`config.mk`:
```
export PLATFORM = sky130hd
export DESIGN_NAME = iir_seq_ctrl
export DESIGN_NICKNAME = d
export VERILOG_FILES = /design/src/rtl/iir_seq_ctrl_pkg.sv /design/src/rtl/iir_seq_ctrl_step_timer.sv /design/src/rtl/iir_seq_ctrl.sv
export SDC_FILE = /design/constraint.sdc
export NUM_CORES = 1
export LEC_CHECK = 0
export CAP_MARGIN = 20
export CORE_MARGIN = 3
export CORE_UTILIZATION = 50
export CTS_CLUSTER_DIAMETER = 40
export DETAILED_ROUTE_END_ITERATION = 8
export PLACE_DENSITY = 0.76
export SLEW_MARGIN = 20
export SYNTH_ARGS = -nofsm -noshare
export SYNTH_HDL_FRONTEND = slang
export SYNTH_SLANG_ARGS = --single-unit
```
`constraint.sdc`:
```
create_clock -name clk -period 4.1 [get_ports clk]
set_input_delay 0.82 -clock clk [delete_from_list [all_inputs] [get_ports clk]]
set_output_delay 0.82 -clock clk [all_outputs]
set_load 0.01 [all_outputs]
```
`src/rtl/iir_seq_ctrl_pkg.sv`:
```
// Shared select codes, state encoding and output decode for the biquad sequencer.
// The coefficient-operand multiplexer imports the same codes.
package iir_seq_ctrl_pkg;

    // Coefficient select (controlS)
    typedef enum logic [2:0] {
        CS_ZERO = 3'b000,
        CS_A1   = 3'b001,
        CS_A2   = 3'b010,
        CS_B0   = 3'b011,
        CS_B1   = 3'b100,
        CS_B2   = 3'b101
    } sel_s_e;

    // State-operand select (controlC)
    typedef enum logic [1:0] {
        CC_ZERO = 2'b00,
        CC_FK1  = 2'b01,
        CC_FK2  = 2'b10,
        CC_FK   = 2'b11
    } sel_c_e;

    // Addend select (controlZ); CZ_YK is a mux input this sequencer never selects
    typedef enum logic [2:0] {
        CZ_ZERO  = 3'b000,
        CZ_UK    = 3'b001,
        CZ_YK    = 3'b010,
        CZ_ACUM1 = 3'b011,
        CZ_ACUM2 = 3'b100,
        CZ_ACUM3 = 3'b101
    } sel_z_e;

    typedef enum logic [2:0] {
        ST_IDLE  = 3'd0,
        ST_S1    = 3'd1,
        ST_S2    = 3'd2,
        ST_S3    = 3'd3,
        ST_S4    = 3'd4,
        ST_S5    = 3'd5,
        ST_SHIFT = 3'd6
    } state_e;

    localparam int unsigned WAIT_W = 3;

    typedef struct packed {
        sel_s_e sel_s;
        sel_c_e sel_c;
        sel_z_e sel_z;
        logic   en_acum1;
        logic   en_fk;
        logic   en_acum2;
        logic   en_acum3;
        logic   en_yk;
        logic   en_shift;
        logic   busy;
        logic   done;
    } ctrl_out_t;

    // Output word for a given state; 'last' marks the final wait cycle of a MAC step.
    function automatic ctrl_out_t decode_outputs(input state_e st, input logic last);
        ctrl_out_t o;
        o = '0;
        case (st)
            ST_S1: begin
                o.sel_s    = CS_A1;
                o.sel_c    = CC_FK1;
                o.sel_z    = CZ_UK;
                o.en_acum1 = last;
                o.busy     = 1'b1;
            end
            ST_S2: begin
                o.sel_s    = CS_A2;
                o.sel_c    = CC_FK2;
                o.sel_z    = CZ_ACUM1;
                o.en_fk    = last;
                o.busy     = 1'b1;
            end
            ST_S3: begin
                o.sel_s    = CS_B0;
                o.sel_c    = CC_FK;
                o.sel_z    = CZ_ZERO;
                o.en_acum2 = last;
                o.busy     = 1'b1;
            end
            ST_S4: begin
                o.sel_s    = CS_B1;
                o.sel_c    = CC_FK1;
                o.sel_z    = CZ_ACUM2;
                o.en_acum3 = last;
                o.busy     = 1'b1;
            end
            ST_S5: begin
                o.sel_s    = CS_B2;
                o.sel_c    = CC_FK2;
                o.sel_z    = CZ_ACUM3;
                o.en_yk    = last;
                o.busy     = 1'b1;
            end
            ST_SHIFT: begin
                o.en_shift = 1'b1;
                o.done     = 1'b1;
                o.busy     = 1'b1;
            end
            default: ;
        endcase
        return o;
    endfunction

endpackage

```
`src/rtl/iir_seq_ctrl_step_timer.sv`:
```
// Per-step wait counter: cleared on step entry, flags the last of MAC_LAT+1 cycles.
// o_last_nxt lets the sequencer register its outputs one cycle ahead.
module step_timer
    import iir_seq_ctrl_pkg::*;
#(
    parameter int unsigned MAC_LAT = 0
) (
    input  logic clk,
    input  logic rst_n,
    input  logic i_clear,
    output logic o_last,
    output logic o_last_nxt
);

    localparam logic [WAIT_W-1:0] LAST = WAIT_W'(MAC_LAT);

    logic [WAIT_W-1:0] r_cnt;
    logic [WAIT_W-1:0] w_cnt_nxt;

    assign w_cnt_nxt = i_clear ? '0 : r_cnt + WAIT_W'(1);

    // NOTE: sequential state uses non-blocking assignment so every flop samples pre-edge values.
    always_ff @(posedge clk or negedge rst_n) begin
        if (!rst_n) begin
            r_cnt <= '0;
        end else begin
            r_cnt <= w_cnt_nxt;
        end
    end

    assign o_last     = (r_cnt == LAST);
    assign o_last_nxt = (w_cnt_nxt == LAST);

endmodule

```
`src/rtl/iir_seq_ctrl.sv`:
```
// Biquad control sequencer: walks five MAC steps and a delay-line shift per input
// sample, driving the operand-mux selects and datapath load enables (all registered).
module iir_seq_ctrl
    import iir_seq_ctrl_pkg::*;
#(
    parameter int unsigned MAC_LAT = 0
) (
    input  logic       clk,
    input  logic       rst_n,
    input  logic       start,
    output logic [2:0] controlS,
    output logic [1:0] controlC,
    output logic [2:0] controlZ,
    output logic       en_acum1,
    output logic       en_fk,
    output logic       en_acum2,
    output logic       en_acum3,
    output logic       en_yk,
    output logic       en_shift,
    output logic       busy,
    output logic       done,
    output logic       overrun
);

    state_e    r_state;
    state_e    w_state_nxt;
    ctrl_out_t r_out;
    logic      r_overrun;
    logic      w_last;
    logic      w_last_nxt;
    logic      w_clear;

    // NOTE: every variable gets a default before the case, so no latch is inferred.
    always_comb begin
        w_state_nxt = r_state;
        case (r_state)
            ST_IDLE:  if (start)  w_state_nxt = ST_S1;
            ST_S1:    if (w_last) w_state_nxt = ST_S2;
            ST_S2:    if (w_last) w_state_nxt = ST_S3;
            ST_S3:    if (w_last) w_state_nxt = ST_S4;
            ST_S4:    if (w_last) w_state_nxt = ST_S5;
            ST_S5:    if (w_last) w_state_nxt = ST_SHIFT;
            ST_SHIFT: w_state_nxt = ST_IDLE;
            default:  w_state_nxt = ST_IDLE;
        endcase
    end

    // The counter only runs while a MAC step is held; any state change restarts it at 0.
    assign w_clear = (w_state_nxt != r_state) || (w_state_nxt == ST_IDLE);

    step_timer #(
        .MAC_LAT (MAC_LAT)
    ) u_step_timer (
        .clk        (clk),
        .rst_n      (rst_n),
        .i_clear    (w_clear),
        .o_last     (w_last),
        .o_last_nxt (w_last_nxt)
    );

    always_ff @(posedge clk or negedge rst_n) begin
        if (!rst_n) begin
            r_state   <= ST_IDLE;
            r_out     <= '0;
            r_overrun <= 1'b0;
        end else begin
            r_state <= w_state_nxt;
            r_out   <= decode_outputs(w_state_nxt, w_last_nxt);
            if (start && r_out.busy) begin
                r_overrun <= 1'b1;
            end
        end
    end

    assign controlS = r_out.sel_s;
    assign controlC = r_out.sel_c;
    assign controlZ = r_out.sel_z;
    assign en_acum1 = r_out.en_acum1;
    assign en_fk    = r_out.en_fk;
    assign en_acum2 = r_out.en_acum2;
    assign en_acum3 = r_out.en_acum3;
    assign en_yk    = r_out.en_yk;
    assign en_shift = r_out.en_shift;
    assign busy     = r_out.busy;
    assign done     = r_out.done;
    assign overrun  = r_overrun;

endmodule
```
==> results.tsv <==
metric	value	unit
outcome	completed	
Area growth syn-to-layout	20.31	%
RSZ-0062 raised after global routing	false	
worst skew pair latency	290	ps
fillers	148	
Top Metal Used	met4	
Initial Util	0.5495	
top-count cell post-synth	dfrtp_1	
die area	2527	um2
Hold Path Class	flop to flop	
worst hold slack	466.5	ps
origin of the critical flop-to-flop path	u_step_timer.r_cnt[0]	
# rows	15	
H-Tree Depth	1	
Design Power	782.4	uW
# setup viols final	0	
Resized cells post-CTS	0	
ANT nets after route	0	
vias in the first global route	674	
fin nets	111	
Avg WL per Cell	12.44	um
share of layout cells above drive strength 1	0.09524	
top cell type by total area after synthesis	dfrtp_1	
CP Cell Sequence	clkdlybuf4s50_1	
Mapped Cells	89	
Inserted Diodes	0	
final WL	1617	um
CTS tree	done	
clock sink count	21	
vias post-DR	698	
Ports	20	
Setup TNS	0	ps
Crit Path Category	flop to output pin	
Congestion Overflow GR	0	
Critical path buffers and inverters	1	
Max Cap Violations	0	
CTS Buf Count	3	
static leakage	0.0005301	uW
Cell Count, Final, Fillers Out	130	
Crit path required time	3280	ps
Die H	50.27	um
met2 WL post-DR	784	um
CP Launch Type	flop	
# DRC	0	
Seq/Total Area, Yosys	0.5364	
Final min period	2017	ps
Cell variety after synth	36	
peak supply drop	0.3461	mV
number of antenna violations at the first check in global routing	0	
dpl hpwl	1186	um
EDFF count, synth	0	
Crit path largest cell delay	540	ps
P per Cell Area	663.8	nW/um2
Met1 Routed Length	683	um
IO buf count	19	
slew margin rel.	0.4165	
placed cell count	126	
min-delay src	overrun	
top-area cell type share of the netlist area	0.5364	
DRT iter0 DRCs	18	
Syn Area/Cell	11.01	um2
Max Fclk	495.8	MHz
Syn Nets	94	
clock skew	6.904	ps
first-pass GRT wire length	2877	um
crit path capture type	output pin	
Post-Syn Area	979.7	um2
Pre-Repair DR Iteration Count	4	
CORE AREA	1783	um2
Hold Vio Cnt, Final	0	
Crit. Startpoint	controlS[2]	
clock-pin slew on the worst setup and hold paths	110	ps
worst-path maximum fanout	2	
Die X	50.27	um
Post-synth ARST share	1.000	
Placer Congestion	0.7694	
Global Route Usage Sum	0.1511	
Arrival @ worst endpoint	1200	ps
post-synthesis register bit count	21	
top post-synthesis cells by area	dfrtp_1 (54%), a21oi_1 (4.1%), o211a_1 (3.1%), nand2_1 (2.7%), ha_1 (2.6%)	
Setup Buffers After CTS	0	
largest net degree at the start of global routing	22	
synth warn	0	
Tightest Pin Transition	872.6	ps
met3 wire len	132	um
Root Buffer	clkbuf_4	
Max stage delay cell, worst path	clkdlybuf4s50_1	
clk buf depth	2	
Synth Flop Type	dfrtp_1	
fin crit share	0.4919	
Via density	5.369	
CTS Hold Bufs	0	
Pins Over Slew Limit	0	
Synth top cells by count	dfrtp_1 (21), a21oi_1 (8), nand2_1 (7)	
family with the most delay on the worst path	buffers and inverters	
-- metrics by stage --
step / setup WS, ps / util / cell area [um2]
after global placement: 2174 / 0.6463 / 1152
after detailed placement: 2164 / 0.6463 / 1152
after CTS: 2062 / 0.6611 / 1179
after floorplan: 2741 / - / 979.7
final: 2083 / 0.6611 / 1179
after global routing: 2011 / 0.6611 / 1179
-- sequential cells by signal (all words and copies together), names as in the netlist --
register,count
controlZ,2
u_step_timer.r_cnt,3
en_acum3,1
en_fk,1
controlS,3
en_acum1,1
busy,1
overrun,1
done,1
en_acum2,1
controlC,2
r_state,3
en_yk,1
-- worst paths after layout --
path / end / slack (ps) / cells after the start
max in group asynchronous: busy / 2550 / 1
min in group asynchronous: done / 1010 / 1
worst min register to register: overrun / 470 / 1
worst min-delay path: overrun / 470 / 1
worst max register to register: controlC[0] / 2460 / 5
worst max-delay path: controlS[2] / 2080 / 1
-- cell type report --
cell class,instances,area (um2),area share
Clock buffer,4,26.28,0.02229
Timing Repair Buffer,19,190.2,0.1614
Sequential cell,21,525.5,0.4459
Multi-Input combinational cell,57,390.4,0.3312
Tap cell,25,31.28,0.02654
Inverter,4,15.01,0.01274
-- report_power, final --
part / internal (uW) / switching (uW)
Clock: 37.8 / 56.0
Sequential: 277 / 73.9
Combinational: 189 / 149
-- layout by cell type (no fill, tap or decap), types with 2 or more instances in the layout --
cell type / count
nand3_1: 2
clkdlybuf4s50_1: 19
inv_1: 3
or3_1: 2
dfrtp_1: 21
nor3_1: 4
o211a_1: 3
clkbuf_4: 3
ha_1: 2
nand2_1: 7
a21o_1: 2
a21oi_1: 8
nor2_1: 4
mux2i_1: 2
nor2b_1: 2
-- routing by layer --
layer | vias up | GRT usage
met1 | 330 | 0.1871
met2 | 23 | 0.2370
met3 | 2 | 0.03858
met5 | - | 0
li1 | 343 | -
met4 | 0 | 0.08756
-- cell families after synthesis --
kind of cell,Yosys count,share of synthesized area
compound gates,23,0.1775
buf+inv,11,0.06512
fa+ha+maj,2,0.02554
mux,2,0.02044
simple gates,29,0.1660
flops,21,0.5364
xor+xnor,1,0.008942
Note: power is estimated with default switching activity, not from simulation.
